===== config.mk =====
export PLATFORM = sky130hd
export DESIGN_NAME = uint_serial_cmp
export DESIGN_NICKNAME = d
export VERILOG_FILES = /design/src/rtl/uint_serial_cmp_pkg.sv /design/src/rtl/uint_serial_cmp_bitstep.sv /design/src/rtl/uint_serial_cmp.sv
export SDC_FILE = /design/constraint.sdc
export NUM_CORES = 1
export LEC_CHECK = 0
export ABC_AREA = 0
export BUFFER_PORTS_ARGS = -buffer_cell sky130_fd_sc_hd__buf_2
export CORE_MARGIN = 5
export CORE_UTILIZATION = 53
export DETAILED_ROUTE_END_ITERATION = 8
export PLACE_DENSITY_LB_ADDON = 0.25
export SLEW_MARGIN = 5
export SYNTH_ARGS = -nofsm -noshare
export SYNTH_HDL_FRONTEND = slang
export SYNTH_SLANG_ARGS = --single-unit

===== constraint.sdc =====
create_clock -name CLK -period 1.4 [get_ports CLK]
set_input_delay 0.14 -clock CLK [delete_from_list [all_inputs] [get_ports CLK]]
set_output_delay 0.14 -clock CLK [all_outputs]
set_load 0.005 [all_outputs]

===== src/rtl/uint_serial_cmp_pkg.sv =====
// Shared definitions for the bit-serial unsigned comparator.
//   state_t : controller state encoding (IDLE/BUSY/DONE)
//   clog2   : ceiling log2, used to size the bit counter
package uint_serial_cmp_pkg;

  typedef enum logic [1:0] {
    IDLE = 2'd0,
    BUSY = 2'd1,
    DONE = 2'd2
  } state_t;

  function automatic int unsigned clog2(input int unsigned v);
    int unsigned r;
    r = 0;
    for (int unsigned i = 0; i < 32; i++) begin
      if ((64'd1 << i) < 64'(v)) r = i + 1;
    end
    return r;
  endfunction

endpackage


===== src/rtl/uint_serial_cmp_bitstep.sv =====
// One comparison step: folds a single bit pair into the running lt/gt flags.
// A differing pair overwrites the flags, an equal pair keeps them, so when
// fed LSB-first the most significant difference wins.
//   i_a, i_b         : operand bits
//   i_lt, i_gt       : flags so far
//   o_lt, o_gt       : updated flags
module uint_serial_cmp_bitstep (
  input  logic i_a,
  input  logic i_b,
  input  logic i_lt,
  input  logic i_gt,
  output logic o_lt,
  output logic o_gt
);

  logic w_diff;

  assign w_diff = i_a ^ i_b;
  assign o_lt   = w_diff ? i_b : i_lt;
  assign o_gt   = w_diff ? i_a : i_gt;

endmodule


===== src/rtl/uint_serial_cmp.sv =====
// Bit-serial unsigned magnitude comparator, LSB-first, one bit per cycle.
//   CLK, ASYNCRESET      : clock (rising) and async active-high reset
//   in_valid / in_ready  : operand handshake, I0 = A, I1 = B
//   out_valid / out_ready: result handshake
//   ult, ugt, eq         : A<B, A>B, A==B (meaningful while out_valid)
module uint_serial_cmp
  import uint_serial_cmp_pkg::*;
#(
  parameter int unsigned WIDTH = 8
) (
  input  logic             CLK,
  input  logic             ASYNCRESET,
  input  logic             in_valid,
  output logic             in_ready,
  input  logic [WIDTH-1:0] I0,
  input  logic [WIDTH-1:0] I1,
  output logic             out_valid,
  input  logic             out_ready,
  output logic             ult,
  output logic             ugt,
  output logic             eq
);

  localparam int unsigned    CW   = clog2(WIDTH + 1);
  localparam logic [CW-1:0]  LAST = CW'(WIDTH - 1);

  state_t           r_state;
  state_t           w_state_next;
  logic [WIDTH-1:0] r_sh_a;
  logic [WIDTH-1:0] r_sh_b;
  logic [CW-1:0]    r_cnt;
  logic             r_lt;
  logic             r_gt;
  logic             w_lt_next;
  logic             w_gt_next;

  uint_serial_cmp_bitstep u_step (
    .i_a  (r_sh_a[0]),
    .i_b  (r_sh_b[0]),
    .i_lt (r_lt),
    .i_gt (r_gt),
    .o_lt (w_lt_next),
    .o_gt (w_gt_next)
  );

  always_ff @(posedge CLK or posedge ASYNCRESET) begin
    if (ASYNCRESET) r_state <= IDLE;
    else            r_state <= w_state_next;
  end

  always_comb begin
    w_state_next = r_state;
    case (r_state)
      IDLE:    if (in_valid)        w_state_next = BUSY;
      BUSY:    if (r_cnt == LAST)   w_state_next = DONE;
      DONE:    if (out_ready)       w_state_next = IDLE;
      default:                      w_state_next = IDLE;
    endcase
  end

  always_ff @(posedge CLK or posedge ASYNCRESET) begin
    if (ASYNCRESET) begin
      r_sh_a <= '0;
      r_sh_b <= '0;
      r_cnt  <= '0;
      r_lt   <= 1'b0;
      r_gt   <= 1'b0;
    end else begin
      case (r_state)
        IDLE: begin
          if (in_valid) begin
            r_sh_a <= I0;
            r_sh_b <= I1;
            r_cnt  <= '0;
            r_lt   <= 1'b0;
            r_gt   <= 1'b0;
          end
        end
        BUSY: begin
          r_sh_a <= r_sh_a >> 1;
          r_sh_b <= r_sh_b >> 1;
          r_cnt  <= r_cnt + CW'(1);
          r_lt   <= w_lt_next;
          r_gt   <= w_gt_next;
        end
        default: ;
      endcase
    end
  end

  assign in_ready  = (r_state == IDLE);
  assign out_valid = (r_state == DONE);
  assign ult       = r_lt;
  assign ugt       = r_gt;
  assign eq        = ~(r_lt | r_gt);

endmodule


==> results.md, run 1 <==
- The flow ran to the end, and the final reports show no timing, DRC or antenna violations.
- The total number of vias is 1012.
- The required time of the worst setup path is 1.26 ns.
- In this run the worst hold path is classified as primary input to flop.
- For flop-to-flop paths, the worst setup slack is 0.14 ns.
- The routed design could run at a clock period as short as 1.32 ns.
- Setup violations remaining at the end of the flow were counted as 0.
- For this design the top-level I/O count stands at 25.
- From synthesis to final layout, the design area changed by 16.9%.
- The core region is 2210 sq um.
- Counting every net in the synthesized netlist gives 148.
- The endpoint of the worst hold path is r_sh_b[6].
- The number of pins exceeding their max-slew limit in the final report was 0.
- The library cell used as clock root buffer is sky130_fd_sc_hd__clkbuf_4.
- In the synthesized netlist the dominant register cell turns out to be sky130_fd_sc_hd__dfrtp_1.
- The initial antenna violation count is 0.
- The distinct cell type count after synthesis is 22.
- The critical path in this run is classified as flop to primary output.
- The number of placed instances, taps included, is 175.
- The maximum buffer depth of the clock tree is 2.
- The number of antenna diodes in the final layout is 0.
- The number of standard-cell rows in the floorplan is 17.
- Entering global routing, the biggest net connects 30 pins.
- In this run the worst path has a maximum fanout of 11.
- The minimum hold slack is 0.0924 ns.
- The worst setup path is captured at a primary output.
- Summed over all instances, the cell type with the most area after synthesis is sky130_fd_sc_hd__dfrtp_1.
- The count of buffers from port buffering is 24.
- For this configuration, the core starts out at a cell density of 55.7%.
- The data arrival time of the critical path is 1.18 ns.
- The minimum setup slack in the final design is 0.0787 ns.
- In this run, synthesis inferred 0 flip-flops with an integrated enable.
- TritonCTS built the clock tree.
- The final layout contains 175 nets.
- The number of iterations in the first detailed-routing pass is 4.
- Clock skew on the completed layout was measured at 0.00470 ns.
- The number of buffers inserted during clock tree synthesis is 3.
- The post-synthesis area per instance is 9.69 sq um.
- The highest achievable clock rate is 757 MHz.
- The endpoint identified for the worst register-to-register timing path is r_sh_b[5].
- Measured against its own limit, the worst slew margin works out to 70.2%.
- The number of hold-slack violations in the final timing report is 0.
- CTS saw 24 sinks.
- Prior to clock tree synthesis, the placed netlist has a worst setup slack of 0.0500 ns.
- The total chip power is 2.60 mW.
- The number of standard cells in the final layout excluding fillers is 181.
- The static leakage is 0.685 nW.
- For this run, the number of Yosys warnings is 0.
- The worst hold path begins at I1[6].
- The via count of the first global-routing pass was 941.
- The synthesized netlist occupies a cell area of 1230 sq um.
- Counting instances in the post-synthesis netlist gives the leading cell types as sky130_fd_sc_hd__dfrtp_1 (24), sky130_fd_sc_hd__o21ai_1 (14), sky130_fd_sc_hd__a21oi_1 (13), sky130_fd_sc_hd__nand2_1 (12), sky130_fd_sc_hd__a22oi_1 (11).
- After synthesis, the largest area contributor takes up 48.8% of total cell area.
- The global-route wire length before repair is 4410 microns.
- The global router's overall resource usage is 16.7%.
- The number of DRC markers in iteration 0 is 26.
- In this run the critical register-to-register path is launched from r_state[1].
- Synthesis produced 127 cells.
- IR analysis of the VDD net gives a maximum drop of 1150 uV.
- The worst setup path is launched from a flop.
- The logic depth of the worst register-to-register path is 4.
- The number of H-tree levels is 1.
- After synthesis, the share of flip-flops with an asynchronous set or reset is 100%.
- Routability-driven placement finished with a final weighted congestion of 0.762.
- The sequential cell area fraction in the yosys report is 48.8%.
- Clock latency on the worst-skew pair, taken at its later pin, is 0.30 ns.
- The total length of routed wires is 2580 microns.
- The y dimension of the die is 58.2 microns.
- The x dimension of the die is 58.2 microns.
- In the routed design, unresolved DRC markers number 0.
- The max-cap violation count is 0.
- After synthesis, the cell types taking the most area are sky130_fd_sc_hd__dfrtp_1 (49%), sky130_fd_sc_hd__a22oi_1 (6.7%), sky130_fd_sc_hd__o21ai_1 (5.7%).
- In the final routed layout, each cell accounts on average for 14.2 microns.
- Of the available clock period, the critical path in the final layout requires 94.4%.
- Detailed placement ended at an HPWL of 1790 microns.
- Power spread over the standard cell area amounts to 1810 nW/um^2.
- Using the TritonRoute via totals, the vias-per-cell ratio works out to 5.59.
- The floorplan step defined a die boundary enclosing 3390 sq um.
- The most repeated cell in the gate-level netlist after synthesis is sky130_fd_sc_hd__dfrtp_1.
- The fraction of layout instances using a drive strength above 1 is 25.5%.
- The worst hold path passes through 3 cells.
- The transition at the pin with the smallest max-transition slack is 0.445 ns.
- The remaining global-route overflow is 0.
- Counting flops and latches in the post-synthesis netlist gives 24.
- Clock-pin slew was measured on the worst setup and hold paths at 0.12 ns.
- The antenna violation net count after detailed routing is 0.
## logic make-up after synthesis
family,share of synthesized area (%)
DFF,48.8
buffers and inverters,5.79
and+or+nand+nor,16.7
AOI/OAI and AO/OA,26.8
adders and majority gates,1.02
muxes,0.915
## flip-flops by register name, indices dropped and copies added (netlist names)
signal	count
r_sh_a	8
r_sh_b	8
r_cnt	4
r_state	2
ugt	1
ult	1
## worst max-delay path: stages, from the launching register on
cell,delay (ns)
sky130_fd_sc_hd__dfrtp_1,0.44
sky130_fd_sc_hd__buf_6,0.16
sky130_fd_sc_hd__nor2b_2,0.15
sky130_fd_sc_hd__buf_2,0.12
## area by class of cell
cell class	count	area (sq um)
sequential	24	601
multi-input combinational	91	564
timing repair buffer	31	191
clock buffer	4	36.3
tap	28	35.0
fill	198	773
inverter	3	11.3
## layer usage
layer	vias up	track usage (%)	wire [microns]
li1	508	-	-
met1	484	23.9	1210
met2	18	26.8	1260
met3	2	2.23	93
met4	0	3.97	16
met5	-	0	0
## per-stage QoR
stage                     instance area, sq um  utilization, %  setup TNS [ns]
after floorplan                           1230               -               0
after global placement                    1380            62.2               0
after detailed placement                  1380            62.2               0
after CTS                                 1420            64.3               0
after global routing                      1440            65.0        -0.00718
final                                     1440            65.0               0
## how the worst max path moves through the flow
| stage | from | end | slack (ns) |
|---|---|---|---|
| 4_1_cts | r_state[0] | r_sh_b[5] | 0.02 |
| 2_1_floorplan | r_cnt[0] | r_cnt[2] | 0.26 |
| 3_3_place_gp | r_state[1] | r_sh_b[7] | 0.12 |
| 5_1_grt | r_state[1] | out_valid | -0.007 |
| 6_report | r_state[1] | out_valid | 0.08 |
| 3_5_place_dp | r_state[0] | r_sh_b[5] | 0.05 |
## layout by cell type (no fill, tap or decap)
cell / Yosys / layout
sky130_fd_sc_hd__buf_2: 3 / 24
sky130_fd_sc_hd__dfrtp_1: 24 / 24
sky130_fd_sc_hd__o21ai_1: 14 / 14
sky130_fd_sc_hd__a21oi_1: 13 / 13
sky130_fd_sc_hd__nand2_1: 12 / 12
sky130_fd_sc_hd__a22oi_1: 11 / 11
sky130_fd_sc_hd__nor2b_1: 10 / 8
sky130_fd_sc_hd__a22o_1: 6 / 6
sky130_fd_sc_hd__nor2_1: 5 / 5
sky130_fd_sc_hd__buf_4: 6 / 4
sky130_fd_sc_hd__and3b_1: 3 / 3
sky130_fd_sc_hd__o21ai_0: 3 / 3
sky130_fd_sc_hd__nand2b_1: 3 / 3
sky130_fd_sc_hd__nor2b_2: 1 / 3
sky130_fd_sc_hd__inv_1: 3 / 3
sky130_fd_sc_hd__clkbuf_4: 0 / 3
sky130_fd_sc_hd__nand3_1: 2 / 2
sky130_fd_sc_hd__o311ai_1: 2 / 2
sky130_fd_sc_hd__and2b_1: 2 / 2
sky130_fd_sc_hd__o21bai_4: 1 / 1
sky130_fd_sc_hd__mux2_2: 1 / 1
sky130_fd_sc_hd__a2bb2oi_1: 1 / 1
sky130_fd_sc_hd__ha_1: 1 / 1
sky130_fd_sc_hd__clkbuf_8: 0 / 1
sky130_fd_sc_hd__dlygate4sd3_1: 0 / 1
sky130_fd_sc_hd__buf_6: 0 / 1
sky130_fd_sc_hd__buf_12: 0 / 1
## where the power goes
part	total, mW	switching (mW)	leakage [nW]	internal [mW]
clock	0.357	0.198	0.0210	0.159
sequential	1.19	0.227	0.310	0.962
combinational	1.05	0.516	0.354	0.537
total	2.60	0.942	0.685	1.66
## what timing repair did
action | CTS | global route
resized for setup | 0 | 3
endpoints found under the hold margin | 24 | 0
setup endpoints to repair | 0 | 13
hold buffers | 1 | 0
setup buffers | 0 | 1
Power figures use the tool's default switching activity.
==> inputs of run 2 (changes only) <==
ABC_AREA = 1   (was 0)
CORE_UTILIZATION = 52   (was 53)
==> results.md, run 2 <==
- The static leakage is 0.711 nW (was 0.685 nW).
- The power density of the placed cells was 2130 nW/um^2 (was 1810 nW/um^2).
- The clock latency of the later-clocked register in the worst-skew pair came to 0.32 ns (was 0.30 ns).
- The switching portion of total power is 40.5% (was 36.2%).
- The number of warnings printed during yosys synthesis is 0 (unchanged).
- The top-area cell type share of the netlist area is 50.8% (was 48.8%).
- The distinct cell type count after synthesis was 18 (was 22).
- The x dimension of the die is 57.7 microns (was 58.2 microns).
- The global-route wire length before repair is 4240 microns (was 4410 microns).
- The internal power came to 1.71 mW (was 1.66 mW).
- The weighted congestion reported at the end of routability-driven placement is 0.722 (was 0.762).
- Setup repair after global routing left no endpoint under its margin.
- The highest achievable clock rate came to 815 MHz (was 757 MHz).
- The sequential group share of total power came to 42.2% (was 45.8%).
- Top cells by area in the synthesized netlist: sky130_fd_sc_hd__dfrtp_1 (51%), sky130_fd_sc_hd__nand3_1 (15%), sky130_fd_sc_hd__nand2_1 (15%) (was sky130_fd_sc_hd__dfrtp_1 (49%), sky130_fd_sc_hd__a22oi_1 (6.7%), sky130_fd_sc_hd__o21ai_1 (5.7%)).
- The total number of clock tree sinks is 24 (unchanged).
- The remaining global-route overflow is 0 (unchanged).
- The startpoint of the most critical setup path is r_state[1] (unchanged).
- The startpoint of the worst register-to-register path was r_state[1] (unchanged).
- The peak ir drop on the vdd network is 1320 uV (was 1150 uV).
- The I/O pin total is 25 (unchanged).
- Post-synth top cells: sky130_fd_sc_hd__nand2_1 (47), sky130_fd_sc_hd__nand3_1 (36), sky130_fd_sc_hd__dfrtp_1 (24), sky130_fd_sc_hd__inv_1 (5), sky130_fd_sc_hd__nor2_1 (5) (was sky130_fd_sc_hd__dfrtp_1 (24), sky130_fd_sc_hd__o21ai_1 (14), sky130_fd_sc_hd__a21oi_1 (13), sky130_fd_sc_hd__nand2_1 (12), sky130_fd_sc_hd__a22oi_1 (11)).
- The number of pins exceeding their max-slew limit in the final report is 0 (unchanged).
- The share of flip-flops with an asynchronous set or reset after synthesis is 100% (unchanged).
- The synthesized instance count is 140 (was 127).
- The kind of end point of the critical path is a flop (was primary output).
- The clock skew is 0.0145 ns (was 0.00470 ns).
- The number of buffers inserted during clock tree synthesis was 3 (unchanged).
- The share of total power in combinational logic came to 40.4% (was 40.5%).
- Ordered list of cells on the worst path: inv_2 > nand2_4 > nor2_8 > nand2_1 > nand3_1 (was buf_6 > nor2b_2 > buf_2).
- The total length of routed wires is 2370 microns (was 2580 microns).
- The placed cell count is 187 (was 175).
- The detailed-placement wirelength estimate came to 1650 microns (was 1790 microns).
- The worst-case headroom to the max-slew limit is 79.9% (was 70.2%).
- The post-synthesis net count is 161 (was 148).
- The flip-flop cell with the highest count after synthesis is sky130_fd_sc_hd__dfrtp_1 (unchanged).
- The post-synthesis area per instance is 8.45 sq um (was 9.69 sq um).
- The number of standard-cell rows in the floorplan is 17 (unchanged).
- The average vias per placed instance is 5.21 (was 5.59).
- The final setup violation count came to 0 (unchanged).
- The number of standard cells in the final layout excluding fillers was 192 (was 181).
- The post-CTS clock slew at the launch and capture registers of the worst setup and hold paths was 0.14 ns (was 0.12 ns).
- Most frequent cells in the layout: sky130_fd_sc_hd__nand2_1 (47), sky130_fd_sc_hd__nand3_1 (36), sky130_fd_sc_hd__buf_2 (24), sky130_fd_sc_hd__dfrtp_1 (24) (was sky130_fd_sc_hd__buf_2 (24), sky130_fd_sc_hd__dfrtp_1 (24), sky130_fd_sc_hd__o21ai_1 (14)).
- The final routed DRC violation total is 0 (unchanged).
- The startpoint of the most critical hold path is I1[2] (was I1[6]).
- The number of hold-slack violations in the final timing report was 0 (unchanged).
- The full die area is 3330 sq um (was 3390 sq um).
- The summed negative setup slack over all endpoints is 0 ns (unchanged).
- The area added between synthesis and finish is 14.2% (was 16.9%).
- The share of the clock period used by the worst path after layout is 87.7% (was 94.4%).
- The number of synthesized register bits was 24 (unchanged).
- The clock tree from TritonCTS is yes (unchanged).
- The net count reported at finish is 186 (was 175).
- The minimum clock period came to 1.23 ns (was 1.32 ns).
- Biggest regs: r_sh_a (8), r_sh_b (8), r_cnt (4) (unchanged).
- The via count of the first global-routing pass is 1006 (was 941).
- The maximum buffer depth of the clock tree is 2 (unchanged).
- The transition at the pin with the smallest max-transition slack came to 0.301 ns (was 0.445 ns).
- The number of iterations in the first detailed-routing pass was 4 (unchanged).
- The net switching power figure is 1.17 mW (was 942 uW).
- The count of buffers from port buffering came to 24 (unchanged).
- The critical path launch point type is a flop (unchanged).
- The y dimension of the die is 57.7 microns (was 58.2 microns).
- The slowest stage cell on the critical path is sky130_fd_sc_hd__dfrtp_1 (unchanged).
- Status: completed (unchanged).
- The type of the worst min-delay path was primary input to flop (unchanged).
- The library cell occupying the most area in the post-synthesis netlist was sky130_fd_sc_hd__dfrtp_1 (unchanged).
- The total number of vias is 1001 (was 1012).
- The cell area after layout was 1350 sq um (was 1440 sq um).
- The sequential cell area fraction in the yosys report is 50.8% (was 48.8%).
- The number of DRC markers in iteration 0 is 25 (was 26).
- The detailed-route wire length per cell is 12.3 microns (was 14.2 microns).
- Leaving out fill and tap cells, the most frequent cell in the layout is sky130_fd_sc_hd__nand2_1.
- The number of diodes is 0 (unchanged).
- The required time of the worst setup path is 1.65 ns (was 1.26 ns).
- The global router's overall resource usage was 15.7% (was 16.7%).
- The number of H-tree levels is 1 (unchanged).
- The number of synthesized flops with an enable pin came to 0 (unchanged).
- The cell area after synthesis was 1180 sq um (was 1230 sq um).
- The initial antenna violation count is 0 (unchanged).
- The antenna violation net count after detailed routing is 0 (unchanged).
- The clock network fraction of design power came to 17.4% (was 13.7%).
- The most repeated cell in the gate-level netlist after synthesis is sky130_fd_sc_hd__nand2_1 (was sky130_fd_sc_hd__dfrtp_1).
- The number of resized instances in the post-cts repair step is 0 (unchanged).
- The minimum hold slack came to 0.0175 ns (was 0.0924 ns).
- The maximum fanout along the worst path is 22 (was 11).
- The class of the most critical setup path is flop to flop (was flop to primary output).
- The largest net degree at the start of global routing is 25 (was 30).
- The data arrival time of the critical path was 1.48 ns (was 1.18 ns).
- The max-cap violation count was 0 (unchanged).
- The library cell used as clock root buffer was sky130_fd_sc_hd__clkbuf_4 (unchanged).
- The effective utilization at floorplan was 54.0% (was 55.7%).
- The area of the core is 2190 sq um (was 2210 sq um).
- The fraction of layout instances using a drive strength above 1 is 22.6% (was 25.5%).
- The placed instance area is 1290 sq um (was 1380 sq um).
- The longest individual stage delay on the worst path is 0.43 ns (was 0.44 ns).
- The total chip power is 2.88 mW (was 2.60 mW).
-- run 2: cells by family after synthesis --
logic type                 synth area share (%)
buffers and inverters                      7.94
DFF                                        50.8
adders and majority gates                  1.06
and+or+nand+nor                            37.2
AOI/OAI and AO/OA                          2.96
-- run 2: timing repair --
| action | in CTS | in global routing |
|---|---|---|
| buffers inserted | 0 | 0 |
| hold buffers | 1 | 0 |
| endpoints found under the hold margin | 24 | 0 |
-- run 2: layout make-up --
class,count,area [sq um]
inverter,7,28.8
clock inverter,1,30.0
multi-input combinational,102,488
sequential,24,601
clock buffer,3,22.5
tap,28,35.0
timing repair buffer,27,145
fill,214,841
-- run 2: path summary, 6_finish.rpt --
check | endpoint | slack (ns) | depth (start not counted)
worst max-delay path | r_sh_b[6] | 0.17 | 5
worst max register to register | r_sh_b[6] | 0.17 | 5
worst min register to register | r_sh_b[5] | 0.50 | 2
max in group asynchronous | r_cnt[0] | 0.78 | 4
min in group asynchronous | r_sh_b[5] | 0.37 | 4
worst min-delay path | r_sh_b[2] | 0.02 | 3
-- run 2: layer usage --
layer,track usage [%],vias to the layer above,part of all wire (%)
li1,-,508,-
met4,4.97,0,0.51
met2,26.8,32,49
met5,0,-,0
met1,20.4,459,43
met3,2.67,2,7.8
-- run 2: per-stage QoR --
step                setup slack (ns)  util [%]
floorplan                      0.356         -
detailed placement             0.177      58.8
global placement               0.218      58.8
CTS                            0.164      61.6
finish                         0.173      61.6
global route                  0.0703      61.6
-- run 2: power by group through the flow --
stage,registers (mW),logic (mW),clock network [mW]
after floorplan,1.18,1.04,0
final,1.21,1.16,0.500
after global placement,1.21,1.14,0
after CTS,1.21,1.18,0.511
after global routing,1.25,1.34,0.540
after detailed placement,1.23,1.18,0
-- run 2: critical path, delay by kind of cell, from the launching register on --
family / cells / cell delay (ns)
simple gates: 4 / 0.63
flops: 1 / 0.43
buf+inv: 1 / 0.12
==> inputs of run 3 (changes only) <==
ABC_CLOCK_PERIOD_IN_PS = 1400   (was not set)
CORE_ASPECT_RATIO = 0.6   (was not set)
==> results.md, run 3 (synthesis results as in run 2) <==
- The internal power was 1.83 mW (was 1.71 mW).
- The x dimension of the die is 71.6 microns (was 57.7 microns).
- The global router's overall resource usage is 14.4% (was 15.7%).
- The clock skew came to 0.00555 ns (was 0.0145 ns).
- The net count reported at finish is 187 (was 186).
- The share of the clock period used by the worst path after layout is 87.9% (was 87.7%).
- The number of resized instances in the post-cts repair step is 0 (unchanged).
- The routing usage on met1 is 18.3% (was 20.4%).
- The minimum clock period is 1.23 ns (about the same).
- The pre-CTS worst setup slack is 0.178 ns (was 0.177 ns).
- The number of iterations in the first detailed-routing pass was 4 (unchanged).
- The share of total power in combinational logic is 39.3% (was 40.4%).
- The effective utilization at floorplan is 54.7% (was 54.0%).
- The total number of vias came to 978 (was 1001).
- The met2 capacity usage during global routing was 24.5% (was 26.8%).
- The clock network fraction of design power was 19.7% (was 17.4%).
- The number of standard-cell rows in the floorplan came to 13 (was 17).
- The average vias per placed instance is 5.02 (was 5.21).
- The largest net degree at the start of global routing was 25 (unchanged).
- The y dimension of the die was 46.9 microns (was 57.7 microns).
- The summed negative setup slack over all endpoints is 0 ns (unchanged).
- The weighted congestion reported at the end of routability-driven placement was 0.794 (was 0.722).
- The max-cap violation count is 0 (unchanged).
- The data arrival time of the critical path is 1.37 ns (was 1.48 ns).
- The area added between synthesis and finish is 16.6% (was 14.2%).
- The type of the worst min-delay path is primary input to flop (unchanged).
- The initial antenna violation count came to 0 (unchanged).
- The layer with the highest usage after global routing is met2 (unchanged).
- The most common cell after layout, fill and taps aside is sky130_fd_sc_hd__nand2_1 (unchanged).
- The worst-case headroom to the max-slew limit was 79.7% (was 79.9%).
- The antenna violation net count after detailed routing is 0 (unchanged).
- The placed instance area was 1300 sq um (was 1290 sq um).
- The library cell used as clock root buffer is sky130_fd_sc_hd__clkbuf_8 (was sky130_fd_sc_hd__clkbuf_4).
- The minimum setup slack in the final design is 0.170 ns (was 0.173 ns).
- The highest achievable clock rate is 813 MHz (was 815 MHz).
- The maximum buffer depth of the clock tree is 2 (unchanged).
- The number of buffers inserted during clock tree synthesis is 3 (unchanged).
- The peak ir drop on the vdd network was 1000 uV (was 1320 uV).
- The number of pins exceeding their max-slew limit in the final report was 0 (unchanged).
- The final routed DRC violation total was 0 (unchanged).
- The number of H-tree levels is 1 (unchanged).
- The detailed-route wire length per cell is 11.4 microns (was 12.3 microns).
- The area of the core came to 2160 sq um (was 2190 sq um).
- The longest individual stage delay on the worst path is 0.41 ns (was 0.43 ns).
- The I/O pin total is 25 (unchanged).
- The family with the most delay on the worst path is buffers and inverters (was simple AND/OR/NAND/NOR gates).
- The transition at the pin with the smallest max-transition slack is 0.305 ns (was 0.301 ns).
- The remaining global-route overflow is 0 (unchanged).
- The post-CTS setup buffer count came to 0 (unchanged).
- The number of hold-slack violations in the final timing report is 0 (unchanged).
- The full die area came to 3360 sq um (was 3330 sq um).
- The detailed-placement wirelength estimate is 1600 microns (was 1650 microns).
- Status: completed (unchanged).
- The clock tree from TritonCTS is yes (unchanged).
- The number of DRC markers in iteration 0 was 67 (was 25).
- The class of the most critical setup path was flop to flop (unchanged).
- The number of diodes is 0 (unchanged).
- The number of buffers inserted by hold repair at cts is 1 (unchanged).
- The clock latency of the later-clocked register in the worst-skew pair is 0.26 ns (was 0.32 ns).
- Most frequent cells in the layout: sky130_fd_sc_hd__nand2_1 (47), sky130_fd_sc_hd__nand3_1 (36), sky130_fd_sc_hd__buf_2 (24), sky130_fd_sc_hd__dfrtp_1 (24) (unchanged).
- The required time of the worst setup path came to 1.54 ns (was 1.65 ns).
- The switching portion of total power was 38.8% (was 40.5%).
- The power density of the placed cells is 2170 nW/um^2 (was 2130 nW/um^2).
- The count of buffers from port buffering came to 24 (unchanged).
- Biggest regs: r_sh_a (8), r_sh_b (8), r_cnt (4) (unchanged).
- The global-route wire length before repair came to 3730 microns (was 4240 microns).
- The via count of the first global-routing pass is 894 (was 1006).
- The static leakage is 0.724 nW (was 0.711 nW).
- The slowest stage cell on the critical path is sky130_fd_sc_hd__dfrtp_1 (unchanged).
- The kind of end point of the critical path is a flop (unchanged).
- The minimum hold slack is 0.0779 ns (was 0.0175 ns).
- The critical path launch point type is a flop (unchanged).
- The total number of clock tree sinks is 24 (unchanged).
- The sequential group share of total power came to 41.0% (was 42.2%).
- The met3 track demand over resource in global routing came to 5.13% (was 2.67%).
- The total length of routed wires is 2230 microns (was 2370 microns).
- Unrepaired setup endpoints after global routing: no (unchanged).
- The fraction of layout instances using a drive strength above 1 is 23.0% (was 22.6%).
- The post-CTS clock slew at the launch and capture registers of the worst setup and hold paths is 0.08 ns (was 0.14 ns).
- The cell area after layout is 1380 sq um (was 1350 sq um).
- The final setup violation count is 0 (unchanged).
- The net switching power figure is 1.16 mW (was 1.17 mW).
- The combined buffer and inverter count along the critical path is 3 (was 1).
- The minimum setup slack among reg-to-reg paths was 0.17 ns (about the same).
- The total chip power is 2.99 mW (was 2.88 mW).
- The maximum fanout along the worst path is 17 (was 22).
- Ordered list of cells on the worst path: inv_2 > nand2_4 > inv_4 > buf_4 > o21ai_0 (was inv_2 > nand2_4 > nor2_8 > nand2_1 > nand3_1).
[run 3: routing by layer]
metal  share of wire, %  wire length, microns
met5                  0                     0
met4               0.36                     8
met3                6.1                   135
met2                 46                  1020
met1                 48                  1070
[run 3: through the flow]
| step | utilization, % | cells |
|---|---|---|
| 4_1_cts | 63.7 | 195 |
| 2_1_floorplan | - | 140 |
| 3_5_place_dp | 60.0 | 190 |
| 3_3_place_gp | 60.0 | 190 |
| 6_report | 63.7 | 195 |
| 5_1_grt | 63.7 | 195 |
[run 3: final cells by class]
cell class / instances / area [sq um]
timing repair buffer: 28 / 153
fill: 198 / 785
inverter: 7 / 28.8
clock buffer: 3 / 41.3
multi-input combinational: 102 / 488
sequential: 24 / 601
clock inverter: 1 / 30.0
tap: 30 / 37.5
[run 3: worst min-delay path, stage by stage]
cell	delay, ns
sky130_fd_sc_hd__buf_2	0.07
sky130_fd_sc_hd__nand2_1	0.04
sky130_fd_sc_hd__nand3_1	0.05
[run 3: worst paths after layout]
kind,start,to,cells past startpoint
max in group asynchronous,ASYNCRESET,r_sh_a[0],4
min in group asynchronous,ASYNCRESET,r_sh_b[7],4
worst max register to register,r_state[1],r_state[0],5
worst max-delay path,r_state[1],r_state[0],5
worst min register to register,ult,ult,2
worst min-delay path,I1[2],r_sh_b[2],3
[run 3: power groups by stage]
| stage | logic [mW] | registers, mW | clock network [mW] |
|---|---|---|---|
| 2_1_floorplan | 1.04 | 1.18 | 0 |
| 3_3_place_gp | 1.15 | 1.22 | 0 |
| 3_5_place_dp | 1.18 | 1.23 | 0 |
| 4_1_cts | 1.19 | 1.22 | 0.606 |
| 5_1_grt | 1.32 | 1.26 | 0.639 |
| 6_report | 1.17 | 1.22 | 0.589 |
